[config.mk]
export PLATFORM = sky130hd
export DESIGN_NAME = mips_multicycle_control_flat
export DESIGN_NICKNAME = d
export VERILOG_FILES = /design/src/rtl/mips_multicycle_control_pkg.sv /design/src/rtl/mips_multicycle_control_if.sv /design/src/rtl/mips_multicycle_control_outdec.sv /design/src/rtl/mips_multicycle_control.sv /design/src/flat_wrapper.sv
export SDC_FILE = /design/constraint.sdc
export NUM_CORES = 1
export LEC_CHECK = 0
export BUFFER_PORTS_ARGS = -buffer_cell sky130_fd_sc_hd__buf_2
export CAP_MARGIN = 10
export CELL_PAD_IN_SITES_DETAIL_PLACEMENT = 1
export CELL_PAD_IN_SITES_GLOBAL_PLACEMENT = 2
export CORE_ASPECT_RATIO = 1.5
export CORE_MARGIN = 1
export CORE_UTILIZATION = 21
export DETAILED_ROUTE_END_ITERATION = 12
export PLACE_DENSITY_LB_ADDON = 0.1
export SETUP_SLACK_MARGIN = 0.1
export SLEW_MARGIN = 15
export SYNTH_ARGS = -nofsm -noshare
export SYNTH_HDL_FRONTEND = slang
export SYNTH_HIERARCHICAL = 1
export SYNTH_SLANG_ARGS = --single-unit
[constraint.sdc]
create_clock -name clk -period 1.7 [get_ports clk]
set_input_delay 0.51 -clock clk [delete_from_list [all_inputs] [get_ports clk]]
set_output_delay 0.51 -clock clk [all_outputs]
set_load 0.03 [all_outputs]
[src/rtl/mips_multicycle_control_pkg.sv]
// Shared constants for the multi-cycle MIPS control path: opcodes, functs,
// ALU_op codes, mux select codes, FSM state encodings and the control word.
package mips_multicycle_control_pkg;

  localparam int ST_W = 5;
  localparam int OP_W = 6;

  // Opcodes (IR[31:26])
  localparam logic [OP_W-1:0] OP_RTYPE = 6'b000000;
  localparam logic [OP_W-1:0] OP_J     = 6'b000010;
  localparam logic [OP_W-1:0] OP_JAL   = 6'b000011;
  localparam logic [OP_W-1:0] OP_BEQ   = 6'b000100;
  localparam logic [OP_W-1:0] OP_ADDI  = 6'b001000;
  localparam logic [OP_W-1:0] OP_ANDI  = 6'b001100;
  localparam logic [OP_W-1:0] OP_ORI   = 6'b001101;
  localparam logic [OP_W-1:0] OP_LW    = 6'b100011;
  localparam logic [OP_W-1:0] OP_SW    = 6'b101011;

  // Funct codes (IR[5:0]), shared with ALU_control
  localparam logic [OP_W-1:0] FN_JR  = 6'b001000;
  localparam logic [OP_W-1:0] FN_ADD = 6'b100000;
  localparam logic [OP_W-1:0] FN_SUB = 6'b100010;
  localparam logic [OP_W-1:0] FN_AND = 6'b100100;
  localparam logic [OP_W-1:0] FN_OR  = 6'b100101;
  localparam logic [OP_W-1:0] FN_SLT = 6'b101010;

  // ALU_op codes into ALU_control
  localparam logic [1:0] ALUOP_ADD    = 2'b00;
  localparam logic [1:0] ALUOP_SUB    = 2'b01;
  localparam logic [1:0] ALUOP_DECODE = 2'b10;

  // Mux select codes
  localparam logic [1:0] SRCB_RT     = 2'b00;
  localparam logic [1:0] SRCB_FOUR   = 2'b01;
  localparam logic [1:0] SRCB_IMM    = 2'b10;
  localparam logic [1:0] SRCB_IMMSH  = 2'b11;
  localparam logic [1:0] REGDST_RT   = 2'b00;
  localparam logic [1:0] REGDST_RD   = 2'b01;
  localparam logic [1:0] REGDST_RA   = 2'b10;
  localparam logic [1:0] M2R_ALUOUT  = 2'b00;
  localparam logic [1:0] M2R_MDR     = 2'b01;
  localparam logic [1:0] M2R_PC      = 2'b10;
  localparam logic [1:0] PCSRC_ALU   = 2'b00;
  localparam logic [1:0] PCSRC_ALUOUT = 2'b01;
  localparam logic [1:0] PCSRC_JUMP  = 2'b10;
  localparam logic [1:0] PCSRC_RS    = 2'b11;

  // FSM state encodings; 16..31 are unreachable
  localparam logic [ST_W-1:0] S_IDLE     = 5'd0;
  localparam logic [ST_W-1:0] S_FETCH    = 5'd1;
  localparam logic [ST_W-1:0] S_DECODE   = 5'd2;
  localparam logic [ST_W-1:0] S_MEMADR   = 5'd3;
  localparam logic [ST_W-1:0] S_MEMRD    = 5'd4;
  localparam logic [ST_W-1:0] S_MEMWB    = 5'd5;
  localparam logic [ST_W-1:0] S_MEMWR    = 5'd6;
  localparam logic [ST_W-1:0] S_RTYPE_EX = 5'd7;
  localparam logic [ST_W-1:0] S_RTYPE_WB = 5'd8;
  localparam logic [ST_W-1:0] S_ADDI_EX  = 5'd9;
  localparam logic [ST_W-1:0] S_LOGI_EX  = 5'd10;
  localparam logic [ST_W-1:0] S_ITYPE_WB = 5'd11;
  localparam logic [ST_W-1:0] S_BEQ      = 5'd12;
  localparam logic [ST_W-1:0] S_JUMP     = 5'd13;
  localparam logic [ST_W-1:0] S_JAL      = 5'd14;
  localparam logic [ST_W-1:0] S_JR       = 5'd15;

  // Datapath control word produced per state
  typedef struct packed {
    logic [1:0] alu_op;
    logic       alu_inst_sel;
    logic       alu_src_a;
    logic [1:0] alu_src_b;
    logic       iord;
    logic       mem_read;
    logic       mem_write;
    logic       ir_write;
    logic       reg_write;
    logic       pc_write;
    logic       pc_write_cond;
    logic [1:0] reg_dst;
    logic [1:0] mem_to_reg;
    logic [1:0] pc_source;
  } ctrl_t;

endpackage

[src/rtl/mips_multicycle_control_if.sv]
// Control <-> datapath bundle. The controller is the master: it reads the
// instruction fields, ALU zero flag and memory ready, and drives the
// datapath enables, mux selects and ALU_control inputs.
// Memory handshake: MemRead/MemWrite are held asserted for the whole access;
// the access completes in the cycle the memory returns mem_ready=1, and
// mem_ready is ignored in any state that is not performing an access.
interface mips_multicycle_control_if;
  import mips_multicycle_control_pkg::*;

  logic [OP_W-1:0] opcode;
  logic [OP_W-1:0] funct;
  logic            zero;
  logic            mem_ready;

  logic [1:0]      ALU_op;
  logic            alu_inst_sel;
  logic            ALUSrcA;
  logic [1:0]      ALUSrcB;
  logic            IorD;
  logic            MemRead;
  logic            MemWrite;
  logic            IRWrite;
  logic            RegWrite;
  logic            PCWrite;
  logic            PCWriteCond;
  logic [1:0]      RegDst;
  logic [1:0]      MemtoReg;
  logic [1:0]      PCSource;

  modport master (
    input  opcode, funct, zero, mem_ready,
    output ALU_op, alu_inst_sel, ALUSrcA, ALUSrcB, IorD, MemRead, MemWrite,
           IRWrite, RegWrite, PCWrite, PCWriteCond, RegDst, MemtoReg, PCSource
  );

  modport slave (
    output opcode, funct, zero, mem_ready,
    input  ALU_op, alu_inst_sel, ALUSrcA, ALUSrcB, IorD, MemRead, MemWrite,
           IRWrite, RegWrite, PCWrite, PCWriteCond, RegDst, MemtoReg, PCSource
  );

endinterface

[src/rtl/mips_multicycle_control_outdec.sv]
// Combinational state -> control word decoder. Everything is Moore except
// the FETCH IR/PC write strobes, which fire only in the cycle memory is ready.
module mips_multicycle_control_outdec
  import mips_multicycle_control_pkg::*;
(
  input  logic [ST_W-1:0] state,
  input  logic            mem_ready,
  output ctrl_t           ctrl
);

  // Decode the control word; unlisted fields (and IDLE/unreachable states) stay 0
  always_comb begin
    ctrl = '0;
    case (state)
      S_FETCH: begin
        ctrl.mem_read  = 1'b1;
        ctrl.alu_src_b = SRCB_FOUR;
        ctrl.alu_op    = ALUOP_ADD;
        ctrl.pc_source = PCSRC_ALU;
        ctrl.ir_write  = mem_ready;
        ctrl.pc_write  = mem_ready;
      end
      S_DECODE: begin
        ctrl.alu_src_b = SRCB_IMMSH;
        ctrl.alu_op    = ALUOP_ADD;
      end
      S_MEMADR, S_ADDI_EX: begin
        ctrl.alu_src_a = 1'b1;
        ctrl.alu_src_b = SRCB_IMM;
        ctrl.alu_op    = ALUOP_ADD;
      end
      S_MEMRD: begin
        ctrl.mem_read = 1'b1;
        ctrl.iord     = 1'b1;
      end
      S_MEMWB: begin
        ctrl.reg_write  = 1'b1;
        ctrl.reg_dst    = REGDST_RT;
        ctrl.mem_to_reg = M2R_MDR;
      end
      S_MEMWR: begin
        ctrl.mem_write = 1'b1;
        ctrl.iord      = 1'b1;
      end
      S_RTYPE_EX: begin
        ctrl.alu_src_a    = 1'b1;
        ctrl.alu_src_b    = SRCB_RT;
        ctrl.alu_op       = ALUOP_DECODE;
        ctrl.alu_inst_sel = 1'b0;
      end
      S_RTYPE_WB: begin
        ctrl.reg_write  = 1'b1;
        ctrl.reg_dst    = REGDST_RD;
        ctrl.mem_to_reg = M2R_ALUOUT;
      end
      S_LOGI_EX: begin
        ctrl.alu_src_a    = 1'b1;
        ctrl.alu_src_b    = SRCB_IMM;
        ctrl.alu_op       = ALUOP_DECODE;
        ctrl.alu_inst_sel = 1'b1;
      end
      S_ITYPE_WB: begin
        ctrl.reg_write  = 1'b1;
        ctrl.reg_dst    = REGDST_RT;
        ctrl.mem_to_reg = M2R_ALUOUT;
      end
      S_BEQ: begin
        ctrl.alu_src_a     = 1'b1;
        ctrl.alu_src_b     = SRCB_RT;
        ctrl.alu_op        = ALUOP_SUB;
        ctrl.pc_write_cond = 1'b1;
        ctrl.pc_source     = PCSRC_ALUOUT;
      end
      S_JUMP: begin
        ctrl.pc_write  = 1'b1;
        ctrl.pc_source = PCSRC_JUMP;
      end
      S_JAL: begin
        ctrl.pc_write   = 1'b1;
        ctrl.pc_source  = PCSRC_JUMP;
        ctrl.reg_write  = 1'b1;
        ctrl.reg_dst    = REGDST_RA;
        ctrl.mem_to_reg = M2R_PC;
      end
      S_JR: begin
        ctrl.alu_op       = ALUOP_DECODE;
        ctrl.alu_inst_sel = 1'b0;
        ctrl.pc_write     = 1'b1;
        ctrl.pc_source    = PCSRC_RS;
      end
      default: ctrl = '0;
    endcase
  end

endmodule

[src/rtl/mips_multicycle_control.sv]
// Main control FSM of the multi-cycle MIPS datapath. Holds the state register,
// next-state logic and the registered illegal-instruction pulse; the control
// word itself comes from the output decoder.
module mips_multicycle_control
  import mips_multicycle_control_pkg::*;
(
  input  logic                         clk,
  input  logic                         rst,
  mips_multicycle_control_if.master    bus,
  output logic                         illegal,
  output logic [ST_W-1:0]              state_dbg
);

  logic [ST_W-1:0] state_q, state_d;
  logic            illegal_q, illegal_d;
  ctrl_t           ctrl;

  // The zero flag gates PCWriteCond inside the datapath, not here
  logic unused_zero;
  assign unused_zero = bus.zero;

  // Next-state and illegal-pulse computation
  always_comb begin
    state_d   = state_q;
    illegal_d = 1'b0;
    case (state_q)
      S_IDLE:   state_d = S_FETCH;
      S_FETCH:  if (bus.mem_ready) state_d = S_DECODE;
      S_DECODE: begin
        case (bus.opcode)
          OP_RTYPE:       state_d = (bus.funct == FN_JR) ? S_JR : S_RTYPE_EX;
          OP_LW, OP_SW:   state_d = S_MEMADR;
          OP_BEQ:         state_d = S_BEQ;
          OP_J:           state_d = S_JUMP;
          OP_JAL:         state_d = S_JAL;
          OP_ADDI:        state_d = S_ADDI_EX;
          OP_ANDI, OP_ORI: state_d = S_LOGI_EX;
          default: begin
            state_d   = S_FETCH;
            illegal_d = 1'b1;
          end
        endcase
      end
      S_MEMADR: begin
        if (bus.opcode == OP_LW) begin
          state_d = S_MEMRD;
        end else if (bus.opcode == OP_SW) begin
          state_d = S_MEMWR;
        end else begin
          // IR changed under us; abandon the instruction
          state_d   = S_FETCH;
          illegal_d = 1'b1;
        end
      end
      S_MEMRD:    if (bus.mem_ready) state_d = S_MEMWB;
      S_MEMWR:    if (bus.mem_ready) state_d = S_FETCH;
      S_RTYPE_EX: state_d = S_RTYPE_WB;
      S_ADDI_EX,
      S_LOGI_EX:  state_d = S_ITYPE_WB;
      S_MEMWB, S_RTYPE_WB, S_ITYPE_WB,
      S_BEQ, S_JUMP, S_JAL, S_JR: state_d = S_FETCH;
      default: begin
        state_d   = S_FETCH;
        illegal_d = 1'b1;
      end
    endcase
  end

  // State and illegal flops; reset aborts any instruction in flight
  always_ff @(posedge clk or posedge rst) begin
    if (rst) begin
      state_q   <= S_IDLE;
      illegal_q <= 1'b0;
    end else begin
      state_q   <= state_d;
      illegal_q <= illegal_d;
    end
  end

  mips_multicycle_control_outdec u_outdec (
    .state     (state_q),
    .mem_ready (bus.mem_ready),
    .ctrl      (ctrl)
  );

  assign bus.ALU_op       = ctrl.alu_op;
  assign bus.alu_inst_sel = ctrl.alu_inst_sel;
  assign bus.ALUSrcA      = ctrl.alu_src_a;
  assign bus.ALUSrcB      = ctrl.alu_src_b;
  assign bus.IorD         = ctrl.iord;
  assign bus.MemRead      = ctrl.mem_read;
  assign bus.MemWrite     = ctrl.mem_write;
  assign bus.IRWrite      = ctrl.ir_write;
  assign bus.RegWrite     = ctrl.reg_write;
  assign bus.PCWrite      = ctrl.pc_write;
  assign bus.PCWriteCond  = ctrl.pc_write_cond;
  assign bus.RegDst       = ctrl.reg_dst;
  assign bus.MemtoReg     = ctrl.mem_to_reg;
  assign bus.PCSource     = ctrl.pc_source;

  assign illegal   = illegal_q;
  assign state_dbg = state_q;

endmodule

[src/flat_wrapper.sv]
// flat-port wrapper written by rule: the top's interface ports become plain ports
module mips_multicycle_control_flat import mips_multicycle_control_pkg::*;
  (clk, rst, illegal, state_dbg, bus_opcode, bus_funct, bus_zero, bus_mem_ready, bus_ALU_op, bus_alu_inst_sel, bus_ALUSrcA, bus_ALUSrcB, bus_IorD, bus_MemRead, bus_MemWrite, bus_IRWrite, bus_RegWrite, bus_PCWrite, bus_PCWriteCond, bus_RegDst, bus_MemtoReg, bus_PCSource);
  mips_multicycle_control_if bus_i ();
  input  logic clk;
  input  logic rst;
  output logic illegal;
  output logic [ST_W-1:0] state_dbg;
  input wire logic [$bits(bus_i.opcode)-1:0] bus_opcode;
  input wire logic [$bits(bus_i.funct)-1:0] bus_funct;
  input wire logic [$bits(bus_i.zero)-1:0] bus_zero;
  input wire logic [$bits(bus_i.mem_ready)-1:0] bus_mem_ready;
  output wire logic [$bits(bus_i.ALU_op)-1:0] bus_ALU_op;
  output wire logic [$bits(bus_i.alu_inst_sel)-1:0] bus_alu_inst_sel;
  output wire logic [$bits(bus_i.ALUSrcA)-1:0] bus_ALUSrcA;
  output wire logic [$bits(bus_i.ALUSrcB)-1:0] bus_ALUSrcB;
  output wire logic [$bits(bus_i.IorD)-1:0] bus_IorD;
  output wire logic [$bits(bus_i.MemRead)-1:0] bus_MemRead;
  output wire logic [$bits(bus_i.MemWrite)-1:0] bus_MemWrite;
  output wire logic [$bits(bus_i.IRWrite)-1:0] bus_IRWrite;
  output wire logic [$bits(bus_i.RegWrite)-1:0] bus_RegWrite;
  output wire logic [$bits(bus_i.PCWrite)-1:0] bus_PCWrite;
  output wire logic [$bits(bus_i.PCWriteCond)-1:0] bus_PCWriteCond;
  output wire logic [$bits(bus_i.RegDst)-1:0] bus_RegDst;
  output wire logic [$bits(bus_i.MemtoReg)-1:0] bus_MemtoReg;
  output wire logic [$bits(bus_i.PCSource)-1:0] bus_PCSource;
  assign bus_i.opcode = bus_opcode;
  assign bus_i.funct = bus_funct;
  assign bus_i.zero = bus_zero;
  assign bus_i.mem_ready = bus_mem_ready;
  assign bus_ALU_op = bus_i.ALU_op;
  assign bus_alu_inst_sel = bus_i.alu_inst_sel;
  assign bus_ALUSrcA = bus_i.ALUSrcA;
  assign bus_ALUSrcB = bus_i.ALUSrcB;
  assign bus_IorD = bus_i.IorD;
  assign bus_MemRead = bus_i.MemRead;
  assign bus_MemWrite = bus_i.MemWrite;
  assign bus_IRWrite = bus_i.IRWrite;
  assign bus_RegWrite = bus_i.RegWrite;
  assign bus_PCWrite = bus_i.PCWrite;
  assign bus_PCWriteCond = bus_i.PCWriteCond;
  assign bus_RegDst = bus_i.RegDst;
  assign bus_MemtoReg = bus_i.MemtoReg;
  assign bus_PCSource = bus_i.PCSource;
  mips_multicycle_control u_core (.clk(clk), .rst(rst), .bus(bus_i), .illegal(illegal), .state_dbg(state_dbg));
endmodule
==> impl_metrics.csv <==
group,metric,value,unit
status,status,"complete, but fails checks",
status,violations,"setup timing",
yosys,synthCells,113,
yosys,avgSynthCellArea,7.164,um2
worst_setup_path,startpoint_type,"flip-flop",
yosys,synth-main-ff-cell,"dfrtp_1",
die,placementRows,27,
clock_tree,cts_sinks,5,
routing,drt_first_iter_violations,2,
clock_tree,htreeDepth,1,
clock_tree,clk_pin_slew,0.04,ns
yosys,synth_area,809.5,um2
yosys,synthArstFlopShare,100.0,%
clock_tree,clock_latency,0.22,ns
die,fp.dieH,78.04,um
timing,finalHoldViolCount,0,
worst_setup_path,cp_slowest_cell,"dfrtp_2",
worst_setup_path,cp.required,1.19,ns
cells_and_area,drive_gt1_share,65.22,%
routing,antenna_left,0,
timing,whs,0.1811,ns
routing,vias_per_cell,4.925,
worst_setup_path,ff2ff_path_depth,6,
routing,routed_wl,3188,um
global_routing,grt_pass1_vias,1126,
yosys,yosysSeqAreaShare,15.46,%
yosys,ys_seq_elements,5,
worst_setup_path,cp.depth,5,
timing,fin_crit_sh,118.9,%
pwr,p_per_area,745.3,nW/um2
die,fp.dieW,52.70,um
timing,tns,-4.699,ns
routing,drc,0,
die,initial_core_util,21.98,%
pwr,power_leakage,0.0007556,uW
worst_setup_path,path_class,"flip-flop to output pin",
pwr,ir_worst_vdd,0.5464,mV
routing,wire_per_inst,14.04,um
pwr,total_power,1365,uW
clock_tree,cts_tree,"built",
global_routing,grt_max_degree,12,
global_routing,antenna_found_initial,0,
worst_setup_path,endpoint_kind,"output pin",
worst_setup_path,crit_fanout,7,
worst_setup_path,crit_top_cell,"nor3b_4",
die,die_area,4112,um2
cells_and_area,syn_to_final_growth,126.3,%
yosys,synth_top_area_share,15.46,%
routing,dr.pass1.iters,2,
place,io_buffers,38,
yosys,synth_edf_count,0,
clock_tree,hold_buffers,0,
yosys,ys_top_cells_by_count,"nor2_1, nand2_1, nand2b_1",
clock_tree,cts_buffer_depth,2,
worst_setup_path,crit_family,"flip-flops",
die,ios,41,
worst_setup_path,critPathBufInv,2,
routing,via_count,1118,
yosys,ys_types,44,
global_routing,grt.overflow.total,0,
run,cap_violations,0,
global_routing,grt_pass1_wl,5106,um
die,core_area,3682,um2
timing,rsz0062_at_grt,"yes",
yosys,yosysWarnings,6,
timing,fin_worst_skew,0.004216,ns
global_routing,grtUsageTotal,15.97,%
yosys,synth_top_cell_by_area,"dfrtp_1",
yosys,synth.most_common_cell,"nor2_1",
worst_setup_path,slowest_delay,0.48,ns
cells_and_area,antenna_cells,0,
timing,fin_ws,-0.3220,ns
clock_tree,cts_root_buffer,"clkbuf_8",
yosys,netlist_top_cells_area,"dfrtp_1, nand2b_1, nor2_1",
timing,fin_crit,2.022,ns
worst_setup_path,cp_cell_sequence,"buf_12 -> nor3b_4 -> a21oi_2 -> nor3b_4 -> buf_6",
cells_and_area,final_util,49.75,%
clock_tree,cts_buffers,3,
cells_and_area,final_nets,201,
timing,clock.fmax,0.4946,GHz
worst_setup_path,crit_arrival,1.51,ns
timing,setup_violations,20,
timing,slew_violations,0,
place,pre_cts_slack,-0.2136,ns
place,gp_congestion,0.7878,
hold_path,hold_path.class,"input port to async pin",
place,place.detailed.hpwl,2463,um
[cell families (layout without fill, tap and decap cells)]
group / Yosys count / in the layout / share of synthesized area (%)
buffers and inverters: 14 / 80 / 10.20
xor gates and xnor gates: 2 / 2 / 2.164
muxes: 1 / 1 / 1.237
AOI/OAI and AO/OA: 27 / 27 / 23.80
DFF: 5 / 5 / 15.46
other: 1 / 6 / 0.4632
and+or+nand+nor: 63 / 63 / 46.68
[routing by layer]
metal  global-route usage, %  share of wire (%)
met1                   14.99                 34
met2                   34.18                 64
met3                  0.5814                1.0
met4                   3.947                1.1
met5                       0                  0
[layout make-up]
cell class / instances / area (um2)
clock buffers: 4 / 45.04
fillers: 438 / 1851
inverters: 2 / 7.507
multi-input cells: 99 / 932.1
flip-flops and latches: 5 / 130.1
well taps: 43 / 53.80
repair buffers: 74 / 663.1
[registers in the layout, summed over array words and instances (netlist names)]
| register | cells |
|---|---|
| u_core/state_dbg | 4 |
| u_core/illegal | 1 |
[cells in the final DEF, fill, tap and decap left out, types with 4 or more instances in the layout]
master	instances
buf_2	18
buf_6	20
conb_1	6
dfrtp_2	4
nor2_4	7
buf_4	29
nor2_1	5
nand2_1	7
o21ai_0	5
nand2b_1	7
buf_12	5
nor3_4	4
[per-stage QoR]
| step | instance area, um2 | cells |
|---|---|---|
| 2_1_floorplan | 1054 | 118 |
| 3_3_place_gp | 1428 | 210 |
| 3_5_place_dp | 1428 | 210 |
| 4_1_cts | 1702 | 221 |
| 5_1_grt | 1832 | 227 |
| 6_report | 1832 | 227 |
[worst paths after layout]
| check | start | end | slack, ns |
|---|---|---|---|
| worst max-delay path | u_core/state_dbg[0] | bus_ALU_op[1] | -0.32 |
| worst max register to register | u_core/state_dbg[2] | u_core/state_dbg[0] | 0.18 |
| worst min register to register | u_core/state_dbg[3] | u_core/state_dbg[2] | 0.67 |
| min in group clk | u_core/state_dbg[3] | u_core/state_dbg[2] | 0.67 |
| max in group asynchronous | rst | u_core/state_dbg[3] | 1.33 |
| worst min-delay path | rst | u_core/illegal | 0.18 |
[repair_timing]
item                                    CTS  global route
endpoints found under the setup margin   20            23
setup buffers                             7             7
gates resized for setup                  51            18
pin swaps                                 6             7
[worst register-to-register path, cell delays in order, from the launching register on]
cell,delay [ns]
dfrtp_2,0.46
buf_4,0.16
buf_4,0.15
nor3b_4,0.21
a32oi_1,0.11
a21oi_1,0.16
o21ai_0,0.14
[report_power, final]
group | internal (uW) | total (uW) | switching (uW) | leakage (uW)
sequential | 145 | 180 | 35.0 | 0.0000579
clock | 161 | 217 | 55.8 | 0.0000228
combinational | 442 | 968 | 526 | 0.000675
total | 749 | 1370 | 617 | 0.000756
No activity file was read; power rests on OpenSTA's default activity.
